## src/rtl/dmem_line_buffer_pkg.sv

```systemverilog
// Shared types and helpers for the dmem line buffer: line, tag and byte-mask
// types, FSM state encoding, and the store-lane helpers.
package dmem_line_buffer_pkg;

    localparam int unsigned LINE_W = 128;
    localparam int unsigned TAG_W  = 12;
    localparam int unsigned MASK_W = 16;
    localparam int unsigned WORD_W = 16;
    localparam int unsigned ADDR_W = 16;
    localparam int unsigned WORDS  = LINE_W / WORD_W;

    typedef logic [LINE_W-1:0] lc3b_line;
    typedef logic [TAG_W-1:0]  lc3b_line_tag;
    typedef logic [MASK_W-1:0] lc3b_line_mask;

    typedef enum logic [1:0] {
        IDLE,
        FILL,
        WRITE,
        RESP
    } dmem_lb_state_t;

    // Store data is already lane-aligned upstream, so every word lane carries it.
    function automatic lc3b_line replicate_word(input logic [WORD_W-1:0] word);
        return {WORDS{word}};
    endfunction

    function automatic lc3b_line_mask word_mask(input logic [2:0] word_idx,
                                                input logic [1:0] byte_en);
        lc3b_line_mask mask;
        mask = '0;
        mask[{word_idx, 1'b0} +: 2] = byte_en;
        return mask;
    endfunction

endpackage

```

## src/rtl/dmem_line_buffer_line_merge.sv

```systemverilog
// Combinational byte-wise merge of replicated store data into a 128-bit line.
module line_merge
    import dmem_line_buffer_pkg::*;
(
    input  lc3b_line      line_in,
    input  lc3b_line      data,
    input  lc3b_line_mask sel,
    output lc3b_line      merged
);

    always_comb begin
        merged = line_in;
        for (int unsigned b = 0; b < MASK_W; b++) begin
            if (sel[b]) begin
                merged[b*8 +: 8] = data[b*8 +: 8];
            end
        end
    end

endmodule

```

## src/rtl/dmem_line_buffer.sv

```systemverilog
// Single-line read buffer with write-through stores between the memory stage
// and the line-wide data bus. Define DMEM_LB_STATS_EN to add hit/miss counters.
module dmem_line_buffer
    import dmem_line_buffer_pkg::*;
#(
    parameter int unsigned ACK_TIMEOUT = 255
) (
    input  logic               clk,
    input  logic               rst,
    input  logic               dmem_action_stb,
    input  logic               dmem_action_cyc,
    input  logic               dmem_write,
    input  logic [ADDR_W-1:0]  dmem_address,
    input  logic [WORD_W-1:0]  dmem_wdata,
    input  logic [1:0]         dmem_byte_enable,
    input  logic               flush,
    output lc3b_line           dmem_rdata,
    output logic               dmem_resp,
    output logic               dmem_err,
    output logic               wb_cyc,
    output logic               wb_stb,
    output logic               wb_we,
    output lc3b_line_tag       wb_adr,
    output lc3b_line           wb_dat_o,
    output lc3b_line_mask      wb_sel,
    input  lc3b_line           wb_dat_i,
    input  logic               wb_ack
`ifdef DMEM_LB_STATS_EN
    ,
    output logic [15:0]        hit_count,
    output logic [15:0]        miss_count
`endif
);

    localparam int unsigned CNT_W      = (ACK_TIMEOUT > 1) ? $clog2(ACK_TIMEOUT) : 1;
    localparam int unsigned CNT_LAST   = (ACK_TIMEOUT > 0) ? ACK_TIMEOUT - 1 : 0;
    localparam bit          TIMEOUT_EN = (ACK_TIMEOUT != 0);

    dmem_lb_state_t state, state_nxt;
    logic           valid, valid_nxt;
    lc3b_line_tag   tag, tag_nxt;
    lc3b_line       line, line_nxt;
    logic           flush_pend, flush_pend_nxt;
    logic [CNT_W-1:0] wait_cnt, wait_cnt_nxt;

    lc3b_line       rdata_nxt, dat_nxt;
    lc3b_line_tag   adr_nxt;
    lc3b_line_mask  sel_nxt;
    logic           resp_nxt, err_nxt, cyc_nxt, stb_nxt, we_nxt;

    logic           req_c, hit_c, timed_out_c, store_hit_c;
    lc3b_line       merged_c;
    logic           unused_addr_bit;

    assign req_c           = dmem_action_stb & dmem_action_cyc;
    assign hit_c           = valid & ~flush & ~flush_pend & (tag == dmem_address[15:4]);
    assign timed_out_c     = TIMEOUT_EN && (wait_cnt == CNT_W'(CNT_LAST));
    assign store_hit_c     = valid & (tag == wb_adr);
    assign unused_addr_bit = dmem_address[0];

    line_merge u_line_merge (
        .line_in (line),
        .data    (wb_dat_o),
        .sel     (wb_sel),
        .merged  (merged_c)
    );

    // Next-state and registered-output logic.
    always_comb begin
        state_nxt      = state;
        valid_nxt      = valid;
        tag_nxt        = tag;
        line_nxt       = line;
        flush_pend_nxt = flush_pend;
        wait_cnt_nxt   = wait_cnt;
        cyc_nxt        = wb_cyc;
        stb_nxt        = wb_stb;
        we_nxt         = wb_we;
        adr_nxt        = wb_adr;
        sel_nxt        = wb_sel;
        dat_nxt        = wb_dat_o;
        rdata_nxt      = dmem_rdata;
        resp_nxt       = 1'b0;
        err_nxt        = 1'b0;

        // A flush arriving while busy is held until the buffer is quiet again.
        if (flush && (state != IDLE)) begin
            flush_pend_nxt = 1'b1;
        end

        case (state)
            IDLE: begin
                if (flush || flush_pend) begin
                    valid_nxt      = 1'b0;
                    flush_pend_nxt = 1'b0;
                end
                if (req_c) begin
                    adr_nxt      = dmem_address[15:4];
                    sel_nxt      = word_mask(dmem_address[3:1], dmem_byte_enable);
                    dat_nxt      = replicate_word(dmem_wdata);
                    wait_cnt_nxt = '0;
                    if (dmem_write) begin
                        state_nxt = WRITE;
                        cyc_nxt   = 1'b1;
                        stb_nxt   = 1'b1;
                        we_nxt    = 1'b1;
                    end else if (hit_c) begin
                        state_nxt = RESP;
                        resp_nxt  = 1'b1;
                        rdata_nxt = line;
                    end else begin
                        state_nxt = FILL;
                        cyc_nxt   = 1'b1;
                        stb_nxt   = 1'b1;
                        we_nxt    = 1'b0;
                    end
                end
            end
            FILL: begin
                if (wb_ack) begin
                    line_nxt       = wb_dat_i;
                    tag_nxt        = wb_adr;
                    valid_nxt      = ~(flush_pend | flush);
                    flush_pend_nxt = 1'b0;
                    rdata_nxt      = wb_dat_i;
                end else if (timed_out_c) begin
                    valid_nxt      = 1'b0;
                    rdata_nxt      = '0;
                    err_nxt        = 1'b1;
                end else begin
                    wait_cnt_nxt   = wait_cnt + 1'b1;
                end
                if (wb_ack || timed_out_c) begin
                    state_nxt = RESP;
                    resp_nxt  = 1'b1;
                    cyc_nxt   = 1'b0;
                    stb_nxt   = 1'b0;
                    we_nxt    = 1'b0;
                end
            end
            WRITE: begin
                if (wb_ack) begin
                    if (store_hit_c) begin
                        line_nxt  = merged_c;
                        rdata_nxt = merged_c;
                    end else begin
                        rdata_nxt = '0;
                    end
                end else if (timed_out_c) begin
                    rdata_nxt = '0;
                    err_nxt   = 1'b1;
                end else begin
                    wait_cnt_nxt = wait_cnt + 1'b1;
                end
                if (wb_ack || timed_out_c) begin
                    state_nxt = RESP;
                    resp_nxt  = 1'b1;
                    cyc_nxt   = 1'b0;
                    stb_nxt   = 1'b0;
                    we_nxt    = 1'b0;
                end
            end
            RESP: begin
                state_nxt = IDLE;
            end
            default: begin
                state_nxt = IDLE;
            end
        endcase
    end

    always_ff @(posedge clk) begin
        if (rst) begin
            state      <= IDLE;
            valid      <= 1'b0;
            tag        <= '0;
            line       <= '0;
            flush_pend <= 1'b0;
            wait_cnt   <= '0;
            wb_cyc     <= 1'b0;
            wb_stb     <= 1'b0;
            wb_we      <= 1'b0;
            wb_adr     <= '0;
            wb_sel     <= '0;
            wb_dat_o   <= '0;
            dmem_rdata <= '0;
            dmem_resp  <= 1'b0;
            dmem_err   <= 1'b0;
        end else begin
            state      <= state_nxt;
            valid      <= valid_nxt;
            tag        <= tag_nxt;
            line       <= line_nxt;
            flush_pend <= flush_pend_nxt;
            wait_cnt   <= wait_cnt_nxt;
            wb_cyc     <= cyc_nxt;
            wb_stb     <= stb_nxt;
            wb_we      <= we_nxt;
            wb_adr     <= adr_nxt;
            wb_sel     <= sel_nxt;
            wb_dat_o   <= dat_nxt;
            dmem_rdata <= rdata_nxt;
            dmem_resp  <= resp_nxt;
            dmem_err   <= err_nxt;
        end
    end

`ifdef DMEM_LB_STATS_EN
    logic load_req_c;
    assign load_req_c = (state == IDLE) & req_c & ~dmem_write;

    // Saturating load hit/miss counters.
    always_ff @(posedge clk) begin
        if (rst) begin
            hit_count  <= '0;
            miss_count <= '0;
        end else if (load_req_c) begin
            if (hit_c && (hit_count != 16'hFFFF)) begin
                hit_count <= hit_count + 16'd1;
            end else if (!hit_c && (miss_count != 16'hFFFF)) begin
                miss_count <= miss_count + 16'd1;
            end
        end
    end
`endif

endmodule

```

## config.mk

```make
export PLATFORM = sky130hd
export DESIGN_NAME = dmem_line_buffer
export DESIGN_NICKNAME = d
export VERILOG_FILES = /design/src/rtl/dmem_line_buffer_pkg.sv /design/src/rtl/dmem_line_buffer_line_merge.sv /design/src/rtl/dmem_line_buffer.sv
export SDC_FILE = /design/constraint.sdc
export NUM_CORES = 1
export LEC_CHECK = 0
export ABC_CLOCK_PERIOD_IN_PS = 3100
export CORE_UTILIZATION = 50
export CTS_BUF_LIST = sky130_fd_sc_hd__clkbuf_4 sky130_fd_sc_hd__clkbuf_8
export DETAILED_ROUTE_END_ITERATION = 16
export PLACE_DENSITY = 0.77
export SYNTH_ARGS = -nofsm -noshare
export SYNTH_HDL_FRONTEND = slang
export SYNTH_SLANG_ARGS = --single-unit
```

## constraint.sdc

```tcl
create_clock -name clk -period 3.1 [get_ports clk]
set_input_delay 0.93 -clock clk [delete_from_list [all_inputs] [get_ports clk]]
set_output_delay 0.93 -clock clk [all_outputs]
set_load 0.01 [all_outputs]
```

==> After elaboration in Yosys (flattened, before gate mapping) <==
Index checks and enable logic that the tools add are counted.
{ "totals": {"output_inout_bits": 289, "input_bits": 169, "wordCells": 126, "regBits": 440} }
{ "op_classes": {"n_bitwise": 11, "n_shift": 2, "addsub": 2, "n_reduce_logical": 19, "n_eq_ne": 18, "muxes": 60} }
{ "ops": {"columns": ["op", "n"], "rows": [
  ["$mux W128", 10],
  ["$pmux W128 S3", 1],
  ["$pmux W128 S2", 1],
  ["$mux W8", 19],
  ["$eq A12 B12 Y1", 2],
  ["$mux W1", 18],
  ["$ne A2 B2 Y1 const B", 9],
  ["$and A16 B16 Y16", 1],
  ["$pmux W8 S2", 1],
  ["$reduce_and A4 Y1", 4],
  ["$shift A2 B6 Y16 const A", 1],
  ["$shiftx A2 B6 Y16", 1],
  ["$pmux W1 S2", 5],
  ["$add A8 B1 Y8 const B", 1],
  ["$eq A8 B8 Y1 const B", 1],
  ["$mux W2", 4],
  ["$reduce_bool A2 Y1", 4],
  ["$ne A3 B3 Y1 const B", 2],
  ["$neg A4 Y6", 1],
  ["$pmux W2 S3", 1],
  ["$reduce_and A2 Y1", 3],
  ["$and A1 B1 Y1", 5],
  ["$eq A2 B2 Y1 const B", 2],
  ["$not A1 Y1", 4],
  ["10 further kinds", 11]
]} }

==> Depth between registers and ports, before layout <==
{ "logic_depth": {"ltp_word": 8, "ltp_mapped": 11, "mapped_depth_nobuf": 8} }

==> Cells and area by module <==
A second synthesis with hierarchy kept.
{ "unflattened": {"cells_unflattened": 2257, "area_unflattened_um2": 19661.4} }
{ "by_module_without_submodules": {"columns": ["mod", "n_inst", "area_each_um2", "seq_area_each_um2", "cells_each"], "rows": [
  ["dmem_line_buffer", 1, 18039.8, 6566.3, 2113],
  ["line_merge", 1, 1621.6, 0.0, 144]
]} }

==> Least setup slack after synthesis <==
OpenSTA, ideal clock, no wires.
{ "synth_path": {"path_kind": "input to register", "from": "in dmem_address[10]", "to": "reg dmem_rdata[10]", "path_slack_ns": 0.409, "arrival_ns": 2.554, "required_time_ns": 2.962, "stages": 7, "setup_time_ns": 0.138, "path_buffers": 2, "cell_sequence": "xor2_1 -> a2111o_1 -> a2111oi_4 -> a21o_1 -> buf_2 -> buf_1 -> a211oi_1"} }
{ "synth_between": {"elab_chain_cells": 4} }
{ "synth_rtl": {"columns": ["item", "line_no", "text"], "rows": [
  ["start, declared", "dmem_line_buffer.sv:13", "input logic [ADDR_W-1:0] dmem_address,"],
  ["$eq A12 B12 Y1", "dmem_line_buffer.sv:56", "assign hit_c = valid & ~flush & ~flush_pend & (tag == dmem_address[15:4]);"],
  ["$and A1 B1 Y1", "dmem_line_buffer.sv:56", null],
  ["$ne A2 B2 Y1 (no line)", null, null],
  ["$reduce_and A4 Y1 (no line)", null, null],
  ["end signal, assigned", "dmem_line_buffer.sv:202", "dmem_rdata <= rdata_nxt;"],
  ["end, declared", "dmem_line_buffer.sv:17", "output lc3b_line dmem_rdata,"]
]} }
Every way passes these cells.
A chain may end at the register's enable or synchronous reset.

==> qor.csv <==
stage,metric,value,unit
floorplan,Initial Util,51.07,%
place,DP HPWL,52250,microns
floorplan,Die X,207.1,microns
route,Vias,24020,
sta,minimum clock period,2.999,ns
global_routing,initial antenna violation count,6,
synth,Mean Syn Cell Area,7.640,sq um
critical_path,R2R Setup Slk,0.50,ns
synth,Yosys reg bits,328,
critical_path,Crit path max-delay family,flip-flops,
clock_tree,Sink Count,328,
floorplan,Std-Cell Rows,74,
worst_hold_path,worst min-delay path class,reg -> reg,
route,wire length on met3,11070,microns
floorplan,top-level port count,458,
synth,Yosys Warn Count,0,
clock_tree,Setup Buffers After CTS,0,
route,routed vias/inst,6.843,
sta,period utilization,96.73,%
power,power after layout,0.01853,W
critical_path,worst-path cell chain,clkdlybuf4s50_1,
layout,layout cell share with drive strength beyond 1,7.739,%
critical_path,crit path buf inv count,1,
synth,post-synthesis cell area,21040,sq um
route,DR WL/cell,25.11,microns
sta,RSZ-0062 raised after global routing,no,
floorplan,CORE AREA,41200,sq um
route,DRC errors left,0,
global_routing,GR Overflow Total,0,
layout,Area Growth Syn to Fin,27.16,%
critical_path,data required time at the worst endpoint,2.17,ns
sta,Final Hold Fails,0,
synth,ys flop type,dfxtp_1,
layout,Final #Nets,3107,
synth,number of enable flip-flop cells after synthesis,0,
sta,Fin Clk Skew,0.01925,ns
synth,Gate Count Post-Synth,2754,
outcome,status,finished clean,
global_routing,GRT Total Usage,39.18,%
synth,cell taking the most area after synthesis,dfxtp_1,
clock_tree,hold_buf cts,0,
critical_path,crit path max-delay cell type,dfxtp_1,
power,PD cells,692.5,nW/um^2
route,met2 wire length,38130,microns
floorplan,die area,42900,sq um
place,number of buffers added on ports,456,
synth,"Seq/Total Area, Yosys",31.21,%
flow_run,max-cap check violation count,0,
route,Routed WL,88140,microns
clock_tree,CTS Root Cell,clkbuf_8,
global_routing,largest net degree at the start of global routing,212,
critical_path,Critical Path End Type,primary output,
clock_tree,CTS buffer count,58,
sta,Max Slew Vio Count,0,
sta,Fin Hold WS,0.4869,ns
place,GPL Wtd Cong,0.9047,
critical_path,kind of critical path,reg -> out,
route,Highest Signal Layer,met5,
route,remaining antenna violation count,0,
route,First-pass DRT Iterations,6,
synth,unique cell type count in the Yosys netlist,48,
critical_path,Critical Path Fanout Max,11,
layout,# fillers,3463,
synth,"top cells by count, synth","nor2_1 (412), a211oi_1 (386), dfxtp_1 (328), clkbuf_1 (281), inv_1 (141)",
route,M1 WL,33900,microns
layout,storage element area,6566,sq um
clock_tree,TritonCTS clock tree,built,
synth,top cell type's share of synthesized area,31.21,%
sta,fmax,0.3335,GHz
power,Max VDD drop,515.7,uV
synth,most instantiated library cell after synthesis,nor2_1,
critical_path,crit path DAT,2.07,ns
synth,main area contributors after synthesis,"dfxtp_1 (31%), a211oi_1 (14%), nor2_1 (7.4%), mux2i_1 (6.2%), clkbuf_1 (5.0%)",
sta,Worst Max-Slew Pin Slew,1.025,ns
route,initial DRC count,3430,
synth,ys async rst share,0,%
critical_path,startpoint types,flop,
floorplan,die height,207.1,microns
sta,Setup-failing EPs final,0,
global_routing,number of global-route vias before repair,22480,
clock_tree,clock slew at reported path FFs,0.06,ns
clock_tree,Post-CTS Resized,0,
critical_path,Worst path max stage delay,0.74,ns
clock_tree,clk_lat worst skew,0.68,ns
layout,Layout Cells excl Fill,3510,
place,# placed instances,3401,
clock_tree,clock tree buffer depth,3,
sta,slew margin rel.,31.64,%
clock_tree,htree depth,2,
layout,area of the multi-input gates,11890,sq um
power,Leakage,8.220,nW
synth,Mapped Nets,2932,
global_routing,first-pass GRT wire length,133800,microns
==> registers in the layout, indices dropped and copies added, names as in the netlist <==
name	cells
dmem_err	1
dmem_rdata	128
dmem_resp	1
flush_pend	1
line	128
state	2
tag	12
valid	1
wait_cnt	8
wb_adr	12
wb_dat_o	16
wb_sel	16
wb_stb	1
wb_we	1
==> worst paths after layout <==
| path | start | endpoint | cells past startpoint |
|---|---|---|---|
| max | wb_dat_o[112] | wb_dat_o[80] | 1 |
| min | line[114] | line[114] | 2 |
| max reg2reg | state[0] | dmem_rdata[55] | 8 |
| min reg2reg | line[114] | line[114] | 2 |
==> layout make-up <==
class                      instances  share of cell area (%)
timing repair buffer             565                   21.88
clock buffer                      89                   4.204
sequential                       328                   24.54
tap                              532                   2.488
antenna                            6                 0.05612
multi-input combinational       1835                   44.45
clock inverter                    14                  0.4022
inverter                         141                   1.978
==> kinds of logic (layout without fill, tap and decap cells) <==
group | count (synthesis) | after routing | synth area share [%]
compound gates | 1115 | 1115 | 37.78
buf+inv | 591 | 809 | 12.75
simple gates | 555 | 555 | 10.45
flops | 328 | 328 | 31.21
mux | 131 | 131 | 6.238
xor+xnor | 25 | 25 | 1.041
fa+ha+maj | 9 | 9 | 0.5352
other cells | 0 | 6 | 0
==> power by group <==
part	internal, W	total [W]	switching (W)
clock network	0.00239	0.00439	0.00200
logic	0.00334	0.00840	0.00506
registers	0.00496	0.00573	0.000771
==> per-stage QoR <==
| step | setup WS (ns) | TNS [ns] | util (%) | instance area (sq um) |
|---|---|---|---|---|
| after floorplan | 0.4088 | 0 | - | 21040 |
| after global placement | -0.1504 | -17.48 | 61.91 | 25510 |
| after detailed placement | -0.1983 | -19.56 | 61.91 | 25510 |
| after CTS | 0.05895 | 0 | 64.90 | 26740 |
| after global routing | 0.04161 | 0 | 64.91 | 26750 |
| final | 0.1013 | 0 | 64.94 | 26760 |
==> placed cells by master (no fill, tap or decap), types with 129 or more instances in the layout <==
| master | count |
|---|---|
| a31oi_1 | 129 |
| mux2i_1 | 130 |
| clkdlybuf4s50_1 | 454 |
| a22oi_1 | 140 |
| dfxtp_1 | 328 |
| inv_1 | 141 |
| a211oi_1 | 386 |
| o31ai_1 | 130 |
| nor2_1 | 411 |
==> metal layers <==
layer / vias to the layer above / GRT usage (%)
met5: - / 0
met4: 4 / 22.88
met3: 309 / 10.87
met2: 1820 / 58.60
met1: 11350 / 50.45
li1: 10530 / -
Note: power is estimated with default switching activity, not from simulation.
